File: src/rtl/lsu_pkg.sv
// Shared definitions for the load/store alignment unit: funct3 codes,
// FSM state encoding and the width/sign decoder.
package lsu_pkg;

  localparam logic [2:0] F3_LB  = 3'b000;
  localparam logic [2:0] F3_LH  = 3'b001;
  localparam logic [2:0] F3_LW  = 3'b010;
  localparam logic [2:0] F3_LD  = 3'b011;
  localparam logic [2:0] F3_LBU = 3'b100;
  localparam logic [2:0] F3_LHU = 3'b101;
  localparam logic [2:0] F3_LWU = 3'b110;
  localparam logic [2:0] F3_SB  = 3'b000;
  localparam logic [2:0] F3_SH  = 3'b001;
  localparam logic [2:0] F3_SW  = 3'b010;
  localparam logic [2:0] F3_SD  = 3'b011;

  typedef enum logic [2:0] {
    S_IDLE,
    S_REQ0,
    S_WAIT0,
    S_REQ1,
    S_WAIT1,
    S_RESP
  } lsu_state_e;

  typedef struct packed {
    logic       legal;
    logic       sgn;
    logic [3:0] size;
  } lsu_dec_t;

  // wide = 1 enables the doubleword / LWU encodings of a 64-bit datapath
  function automatic lsu_dec_t size_decode(input logic we, input logic [2:0] f3,
                                           input logic wide);
    lsu_dec_t d;
    d.legal = 1'b0;
    d.sgn   = 1'b0;
    d.size  = 4'd1;
    if (we) begin
      case (f3)
        F3_SB: begin d.legal = 1'b1; d.size = 4'd1; end
        F3_SH: begin d.legal = 1'b1; d.size = 4'd2; end
        F3_SW: begin d.legal = 1'b1; d.size = 4'd4; end
        F3_SD: begin d.legal = wide; d.size = 4'd8; end
        default: ;
      endcase
    end else begin
      case (f3)
        F3_LB:  begin d.legal = 1'b1; d.sgn = 1'b1; d.size = 4'd1; end
        F3_LH:  begin d.legal = 1'b1; d.sgn = 1'b1; d.size = 4'd2; end
        F3_LW:  begin d.legal = 1'b1; d.sgn = 1'b1; d.size = 4'd4; end
        F3_LD:  begin d.legal = wide; d.sgn = 1'b1; d.size = 4'd8; end
        F3_LBU: begin d.legal = 1'b1; d.size = 4'd1; end
        F3_LHU: begin d.legal = 1'b1; d.size = 4'd2; end
        F3_LWU: begin d.legal = wide; d.size = 4'd4; end
        default: ;
      endcase
    end
    return d;
  endfunction

endpackage

File: src/rtl/lsu_lane_shift.sv
// Combinational byte-lane steering: store enables/data across two beats and
// load window extraction with sign/zero extension.
module lsu_lane_shift #(
  parameter  int DATA_W = 32,
  localparam int BYTES  = DATA_W / 8,
  localparam int OFF_W  = $clog2(BYTES)
) (
  input  logic [OFF_W-1:0]  off,
  input  logic [3:0]        size,
  input  logic              sgn,
  input  logic [DATA_W-1:0] wdata,
  input  logic [DATA_W-1:0] lo,
  input  logic [DATA_W-1:0] hi,
  output logic [BYTES-1:0]  be_lo,
  output logic [BYTES-1:0]  be_hi,
  output logic [DATA_W-1:0] wd_lo,
  output logic [DATA_W-1:0] wd_hi,
  output logic [DATA_W-1:0] ldata
);

  logic [2*BYTES-1:0]  base_m;
  logic [2*BYTES-1:0]  be2;
  logic [2*DATA_W-1:0] wd_raw;
  logic [2*DATA_W-1:0] wd2;
  logic [DATA_W-1:0]   win;
  logic [OFF_W+2:0]    bsh;
  logic [OFF_W+3:0]    hsh;
  logic                top;
  logic                sbit;

  assign bsh = {off, 3'b000};
  assign hsh = (OFF_W+4)'(DATA_W) - (OFF_W+4)'(bsh);

  always_comb begin
    base_m = '0;
    for (int i = 0; i < 2*BYTES; i++) base_m[i] = (5'(i) < {1'b0, size});
  end

  assign be2    = base_m << off;
  assign wd_raw = {{DATA_W{1'b0}}, wdata} << bsh;

  // zero data in lanes whose enable is off so stray upper store bits never leak
  for (genvar b = 0; b < 2*BYTES; b++) begin : g_st_lane
    assign wd2[8*b +: 8] = be2[b] ? wd_raw[8*b +: 8] : 8'h00;
  end

  assign be_lo = be2[BYTES-1:0];
  assign be_hi = be2[2*BYTES-1:BYTES];
  assign wd_lo = wd2[DATA_W-1:0];
  assign wd_hi = wd2[2*DATA_W-1:DATA_W];

  // shift by DATA_W (off == 0) yields zero, so hi drops out for aligned windows
  assign win = (lo >> bsh) | (hi << hsh);

  always_comb begin
    case (size)
      4'd1:    top = win[7];
      4'd2:    top = win[15];
      4'd4:    top = win[31];
      default: top = win[DATA_W-1];
    endcase
  end

  assign sbit = sgn & top;

  for (genvar k = 0; k < BYTES; k++) begin : g_ld_lane
    assign ldata[8*k +: 8] = (4'(k) < size) ? win[8*k +: 8] : {8{sbit}};
  end

endmodule

File: src/rtl/lsu_align_unit.sv
// Load/store alignment unit: request/response handshake, one or two memory
// beats per access, lane steering delegated to lsu_lane_shift.
module lsu_align_unit
  import lsu_pkg::*;
#(
  parameter  int DATA_W   = 32,
  parameter  int ADDR_W   = 32,
  parameter  int SPLIT_EN = 1,
  localparam int BYTES    = DATA_W / 8,
  localparam int OFF_W    = $clog2(BYTES)
) (
  input  logic              clk,
  input  logic              rst_n,
  input  logic              req_valid,
  output logic              req_ready,
  input  logic              req_we,
  input  logic [2:0]        req_func3,
  input  logic [ADDR_W-1:0] req_addr,
  input  logic [DATA_W-1:0] req_wdata,
  output logic              mem_req_valid,
  input  logic              mem_req_ready,
  output logic [ADDR_W-1:0] mem_addr,
  output logic              mem_we,
  output logic [BYTES-1:0]  mem_be,
  output logic [DATA_W-1:0] mem_wdata,
  input  logic              mem_rvalid,
  input  logic [DATA_W-1:0] mem_rdata,
  output logic              rsp_valid,
  input  logic              rsp_ready,
  output logic [DATA_W-1:0] rsp_data,
  output logic              rsp_err
);

  lsu_state_e state_q, state_d;

  logic              r_we, r_sgn, r_cross;
  logic [3:0]        r_size;
  logic [ADDR_W-1:0] r_addr;
  logic [DATA_W-1:0] r_wdata;
  logic [DATA_W-1:0] lo, hi;
  logic [DATA_W-1:0] rsp_data_q;
  logic              rsp_err_q;

  lsu_dec_t          dec;
  logic [4:0]        end_in;
  logic              cross_in, err_in, accept;
  logic [ADDR_W-1:0] base_addr;
  logic [DATA_W-1:0] lo_src, hi_src;
  logic [BYTES-1:0]  be_lo, be_hi;
  logic [DATA_W-1:0] wd_lo, wd_hi, ldata;

  assign dec      = size_decode(req_we, req_func3, DATA_W == 64);
  assign end_in   = 5'(req_addr[OFF_W-1:0]) + 5'(dec.size);
  assign cross_in = end_in > 5'(BYTES);
  assign err_in   = !dec.legal || (cross_in && SPLIT_EN == 0);
  assign accept   = req_valid && (state_q == S_IDLE);

  assign base_addr = {r_addr[ADDR_W-1:OFF_W], {OFF_W{1'b0}}};

  // forward the beat being captured so the result can be registered on RESP entry
  assign lo_src = (state_q == S_WAIT0) ? mem_rdata : lo;
  assign hi_src = (state_q == S_WAIT1) ? mem_rdata : hi;

  lsu_lane_shift #(.DATA_W(DATA_W)) u_shift (
    .off   (r_addr[OFF_W-1:0]),
    .size  (r_size),
    .sgn   (r_sgn),
    .wdata (r_wdata),
    .lo    (lo_src),
    .hi    (hi_src),
    .be_lo (be_lo),
    .be_hi (be_hi),
    .wd_lo (wd_lo),
    .wd_hi (wd_hi),
    .ldata (ldata)
  );

  always_comb begin
    state_d       = state_q;
    mem_req_valid = 1'b0;
    mem_addr      = '0;
    mem_we        = 1'b0;
    mem_be        = '0;
    mem_wdata     = '0;
    case (state_q)
      S_IDLE:  if (req_valid) state_d = err_in ? S_RESP : S_REQ0;
      S_REQ0: begin
        mem_req_valid = 1'b1;
        mem_addr      = base_addr;
        mem_we        = r_we;
        mem_be        = r_we ? be_lo : {BYTES{1'b1}};
        mem_wdata     = r_we ? wd_lo : '0;
        if (mem_req_ready) state_d = S_WAIT0;
      end
      S_WAIT0: if (mem_rvalid) state_d = r_cross ? S_REQ1 : S_RESP;
      S_REQ1: begin
        mem_req_valid = 1'b1;
        mem_addr      = base_addr + ADDR_W'(BYTES);
        mem_we        = r_we;
        mem_be        = r_we ? be_hi : {BYTES{1'b1}};
        mem_wdata     = r_we ? wd_hi : '0;
        if (mem_req_ready) state_d = S_WAIT1;
      end
      S_WAIT1: if (mem_rvalid) state_d = S_RESP;
      S_RESP:  if (rsp_ready) state_d = S_IDLE;
      default: state_d = S_IDLE;
    endcase
  end

  always_ff @(posedge clk) begin
    if (!rst_n) begin
      state_q    <= S_IDLE;
      r_we       <= 1'b0;
      r_sgn      <= 1'b0;
      r_cross    <= 1'b0;
      r_size     <= 4'd0;
      r_addr     <= '0;
      r_wdata    <= '0;
      lo         <= '0;
      hi         <= '0;
      rsp_data_q <= '0;
      rsp_err_q  <= 1'b0;
    end else begin
      state_q <= state_d;
      if (accept) begin
        r_we       <= req_we;
        r_sgn      <= dec.sgn;
        r_cross    <= cross_in;
        r_size     <= dec.size;
        r_addr     <= req_addr;
        r_wdata    <= req_wdata;
        rsp_err_q  <= err_in;
        rsp_data_q <= '0;
      end
      if (state_q == S_WAIT0 && mem_rvalid) lo <= mem_rdata;
      if (state_q == S_WAIT1 && mem_rvalid) hi <= mem_rdata;
      if (state_d == S_RESP && (state_q == S_WAIT0 || state_q == S_WAIT1))
        rsp_data_q <= r_we ? '0 : ldata;
      if (state_q == S_RESP && rsp_ready) begin
        rsp_data_q <= '0;
        rsp_err_q  <= 1'b0;
      end
    end
  end

  assign req_ready = (state_q == S_IDLE);
  assign rsp_valid = (state_q == S_RESP);
  assign rsp_data  = rsp_data_q;
  assign rsp_err   = rsp_err_q;

endmodule
File: config.mk
export PLATFORM = sky130hd
export DESIGN_NAME = lsu_align_unit
export DESIGN_NICKNAME = d
export VERILOG_FILES = /design/src/rtl/lsu_pkg.sv /design/src/rtl/lsu_lane_shift.sv /design/src/rtl/lsu_align_unit.sv
export SDC_FILE = /design/constraint.sdc
export NUM_CORES = 1
export LEC_CHECK = 0
export BUFFER_PORTS_ARGS = -buffer_cell sky130_fd_sc_hd__buf_4
export CAP_MARGIN = 10
export CORE_ASPECT_RATIO = 0.75
export CORE_MARGIN = 2
export CORE_UTILIZATION = 60
export CTS_CLUSTER_DIAMETER = 200
export DETAILED_ROUTE_END_ITERATION = 10
export PLACE_DENSITY = 0.91
export SLEW_MARGIN = 20
export SYNTH_ARGS = -nofsm -noshare
export SYNTH_HDL_FRONTEND = slang
export SYNTH_SLANG_ARGS = --single-unit
File: constraint.sdc
create_clock -name clk -period 8.55 [get_ports clk]
set_input_delay 0.4275 -clock clk [delete_from_list [all_inputs] [get_ports clk]]
set_output_delay 0.4275 -clock clk [all_outputs]
set_load 0.02 [all_outputs]
==> impl_metrics.py <==
metrics = {
    "clocking": {
        "h-tree-depth": 4,
        "clkTransAtPathRegs_ns": 0.06,
        "numCtsBuffers": 17,
        "clk-insertion-delay-late_ns": 0.44,
        "cts_resized": 0,
        "ctsHoldBuffers": 0,
        "cts_tree": "built",
        "clk_path_buf_depth": 2,
        "cts-root-buf": "clkbuf_16",
        "post-cts-setup-buffer-count": 0,
        "numClockSinks": 171,
    },
    "detailed_routing": {
        "drtIter0Drc": 1320,
        "ant_nets": 0,
        "drc": 0,
        "wire_per_inst_um": 19.1,
        "routed_wirelength_um": 31700,
        "met1_length_um": 13900,
        "dr_wl_met3_um": 3310,
        "top_layer_used": "met4",
        "vias_per_cell": 6.27,
        "vias": 10400,
        "wl_met2_um": 13700,
        "firstDrtPassIters": 6,
    },
    "placed_design": {
        "place.gp.congestion": 0.981,
        "port_buffers": 208,
        "dp_hpwl_um": 22000,
        "dp_cells": 1629,
        "dpl_cell_area_um2": 11700,
    },
    "critical_path": {
        "cp_data_required_time_ns": 8.92,
        "crit_slowest_cell": "dfxtp_2",
        "path_depth": 9,
        "crit_path_end_kind": "flop",
        "crit_buf_inv": 2,
        "crit_type": "flop to flop",
        "crit_fanout": 49,
        "path_cells": "inv_1 -> buf_4 -> ha_1 -> nor2b_1 -> o21ai_0 -> o22ai_1 -> nor4b_1 -> o21ai_2 -> a22o_1",
        "crit_arrival_ns": 3.91,
        "max_stage_delay_ns": 1.05,
        "rr_worst_depth": 9,
        "critPathLaunchType": "flop",
        "crit_family": "flip-flops",
    },
    "final_layout": {
        "synthToLayoutAreaGrowth_pct": 20.3,
        "drive_gt1_share_pct": 20.3,
        "diodes": 0,
        "nets": 1544,
        "fin_area_um2": 12300,
        "fin_cells": 1660,
        "fin_util_pct": 73.5,
    },
    "synth": {
        "synth_most_common_cell": "nand2_1",
        "async_flop_share_pct": 0,
        "netlist_instances": 1293,
        "synthTopCellsByArea": "dfxtp_1 34%, nand2_1 13%, a21boi_0 9.6%",
        "syn_area_um2": 10200,
        "yosysTopAreaCell": "dfxtp_1",
        "ys_types": 66,
        "synth_edf_count": 0,
        "yosys.area.top_type_share_pct": 33.5,
        "yosys-top-cells-count": "361 x nand2_1, 171 x dfxtp_1, 131 x a21boi_0",
        "synth_area_per_cell_um2": 7.90,
        "synth_seq_area_share_pct": 33.5,
        "ys_ff_latch": 171,
        "synth_ff_type": "dfxtp_1",
        "ys_warn_count": 0,
    },
    "die": {
        "dieHeight_um": 117,
        "die_x_um": 155,
        "dieArea_um2": 18100,
        "floorplan.initialDensity_pct": 61.1,
        "rows": 41,
        "core_area_um2": 16700,
        "io_pins": 211,
    },
    "grt": {
        "antenna_found_initial": 0,
        "grt.total_usage_pct": 34.4,
        "grt_max_degree": 140,
        "grt_pass1_wl_um": 49100,
        "grt_pass1_vias": 9163,
        "grt_overflow_total": 0,
    },
    "pwr": {
        "power_density_nw_per_um2": 171,
        "p_int_mw": 1.43,
        "p_clk_share_pct": 35.0,
        "power_switching_mw": 0.662,
        "pwr-share-seq_pct": 43.1,
        "ir_drop_v": 0.000125,
        "power_mw": 2.10,
        "pwr-share-comb_pct": 22.0,
        "switching_share_pct": 31.6,
        "p_leak_nw": 4.62,
    },
    "sta": {
        "slew_violations": 0,
        "finalSetupViolCount": 0,
        "tightestPinTransition_ns": 1.10,
        "final.min_clock_period_ns": 3.54,
        "fin_tns_setup_ns": 0,
        "max-slew-margin-rel_pct": 27.0,
        "max_freq_mhz": 283,
        "clock_skew_ns": 0.00968,
        "hold_viol": 0,
        "period_share_pct": 41.4,
        "grt_setup_unrepaired": "no",
    },
    "outcome": {
        "status": "finished, final reports clean",
    },
    "hold_path": {
        "hold_path_depth": 3,
        "min_path_type": "input pin to flop",
    },
    "job": {
        "drv_cap": 0,
    },
}
[per-layer routing]
layer / up-vias / GRT usage, %
li1: 4804 / -
met1: 4909 / 49.6
met2: 624 / 52.1
met3: 74 / 7.03
met4: 0 / 11.0
met5: - / 0
[through the flow]
stage	hold WS, ns	worst slack, ns
floorplan	0.441	5.73
global placement	0.451	5.18
detailed placement	0.459	5.11
CTS	0.243	5.10
global route	0.250	4.73
finish	0.247	5.01
[path summary, 6_finish.rpt]
check                    start  slack [ns]      endpoint
setup / recovery     r_addr[1]        5.01  rsp_data[26]
setup reg to reg     r_addr[1]        5.01  rsp_data[26]
hold / removal    req_addr[16]        0.25    r_addr[16]
hold reg to reg          hi[8]        0.46         hi[8]
[registers in the layout, indices dropped and copies added, names as in the netlist]
signal	count
rsp_err	1
hi	32
r_cross	1
r_we	1
r_addr	32
lo	32
rsp_data	32
state_q	3
r_sgn	1
r_wdata	32
r_size	4
[cells by family after synthesis]
family / count (synthesis) / synth area share (%)
AO/OA/AOI/OAI: 334 / 23.6
XOR/XNOR: 29 / 2.49
adder cells (fa/ha/maj): 6 / 0.784
buffers and inverters: 115 / 4.74
flip-flops: 171 / 33.5
multiplexers: 120 / 13.1
other: 1 / 0.0367
AND/OR/NAND/NOR: 517 / 21.7
[placed cells by master (no fill, tap or decap), types with 7 or more instances in the layout]
cell type / synthesis / layout
nand2_1: 361 / 358
and2_1: 17 / 16
dfxtp_1: 171 / 169
a22o_1: 31 / 31
nor3_1: 8 / 7
nand4_1: 8 / 8
a221oi_1: 8 / 8
mux4_2: 9 / 9
and3_1: 15 / 15
a21oi_1: 30 / 30
mux2_2: 19 / 19
nor2_1: 57 / 57
xor2_1: 19 / 19
a31oi_1: 9 / 9
nand3_1: 11 / 11
buf_4: 6 / 220
a221o_1: 7 / 7
o211ai_1: 17 / 17
inv_1: 12 / 12
xnor2_1: 10 / 10
a21boi_0: 131 / 131
o22ai_1: 12 / 12
o21ai_0: 46 / 46
o2111ai_1: 14 / 14
a211oi_1: 9 / 9
mux2i_1: 91 / 91
clkbuf_16: 0 / 17
[power groups by stage]
stage | combinational, mW | clock (mW) | sequential [mW]
after floorplan | 0.316 | 0 | 0.890
after global placement | 0.437 | 0 | 0.914
after detailed placement | 0.446 | 0 | 0.917
after CTS | 0.451 | 0.736 | 0.900
after global routing | 0.496 | 0.767 | 0.908
final | 0.460 | 0.733 | 0.903
[cell type report]
cell class              instances  area (µm²)
multi-input cells            1008        6330
fillers                      1295        4440
flip-flops and latches        171        3430
repair buffers                221        1660
clock buffers                  24         472
well taps                     215         269
clock inverters                 7        66.3
inverters                      14        52.6
[worst register-to-register path, cell delays in order (launching register included)]
cell and delay (ns):
dfxtp_2 1.05, inv_1 0.10, buf_4 0.28, ha_1 0.40
nor2b_1 0.52, o21ai_0 0.18, o22ai_1 0.31, nor4b_1 0.12
o21ai_2 0.34, a22o_1 0.19
(Power assumes the default switching activity.)
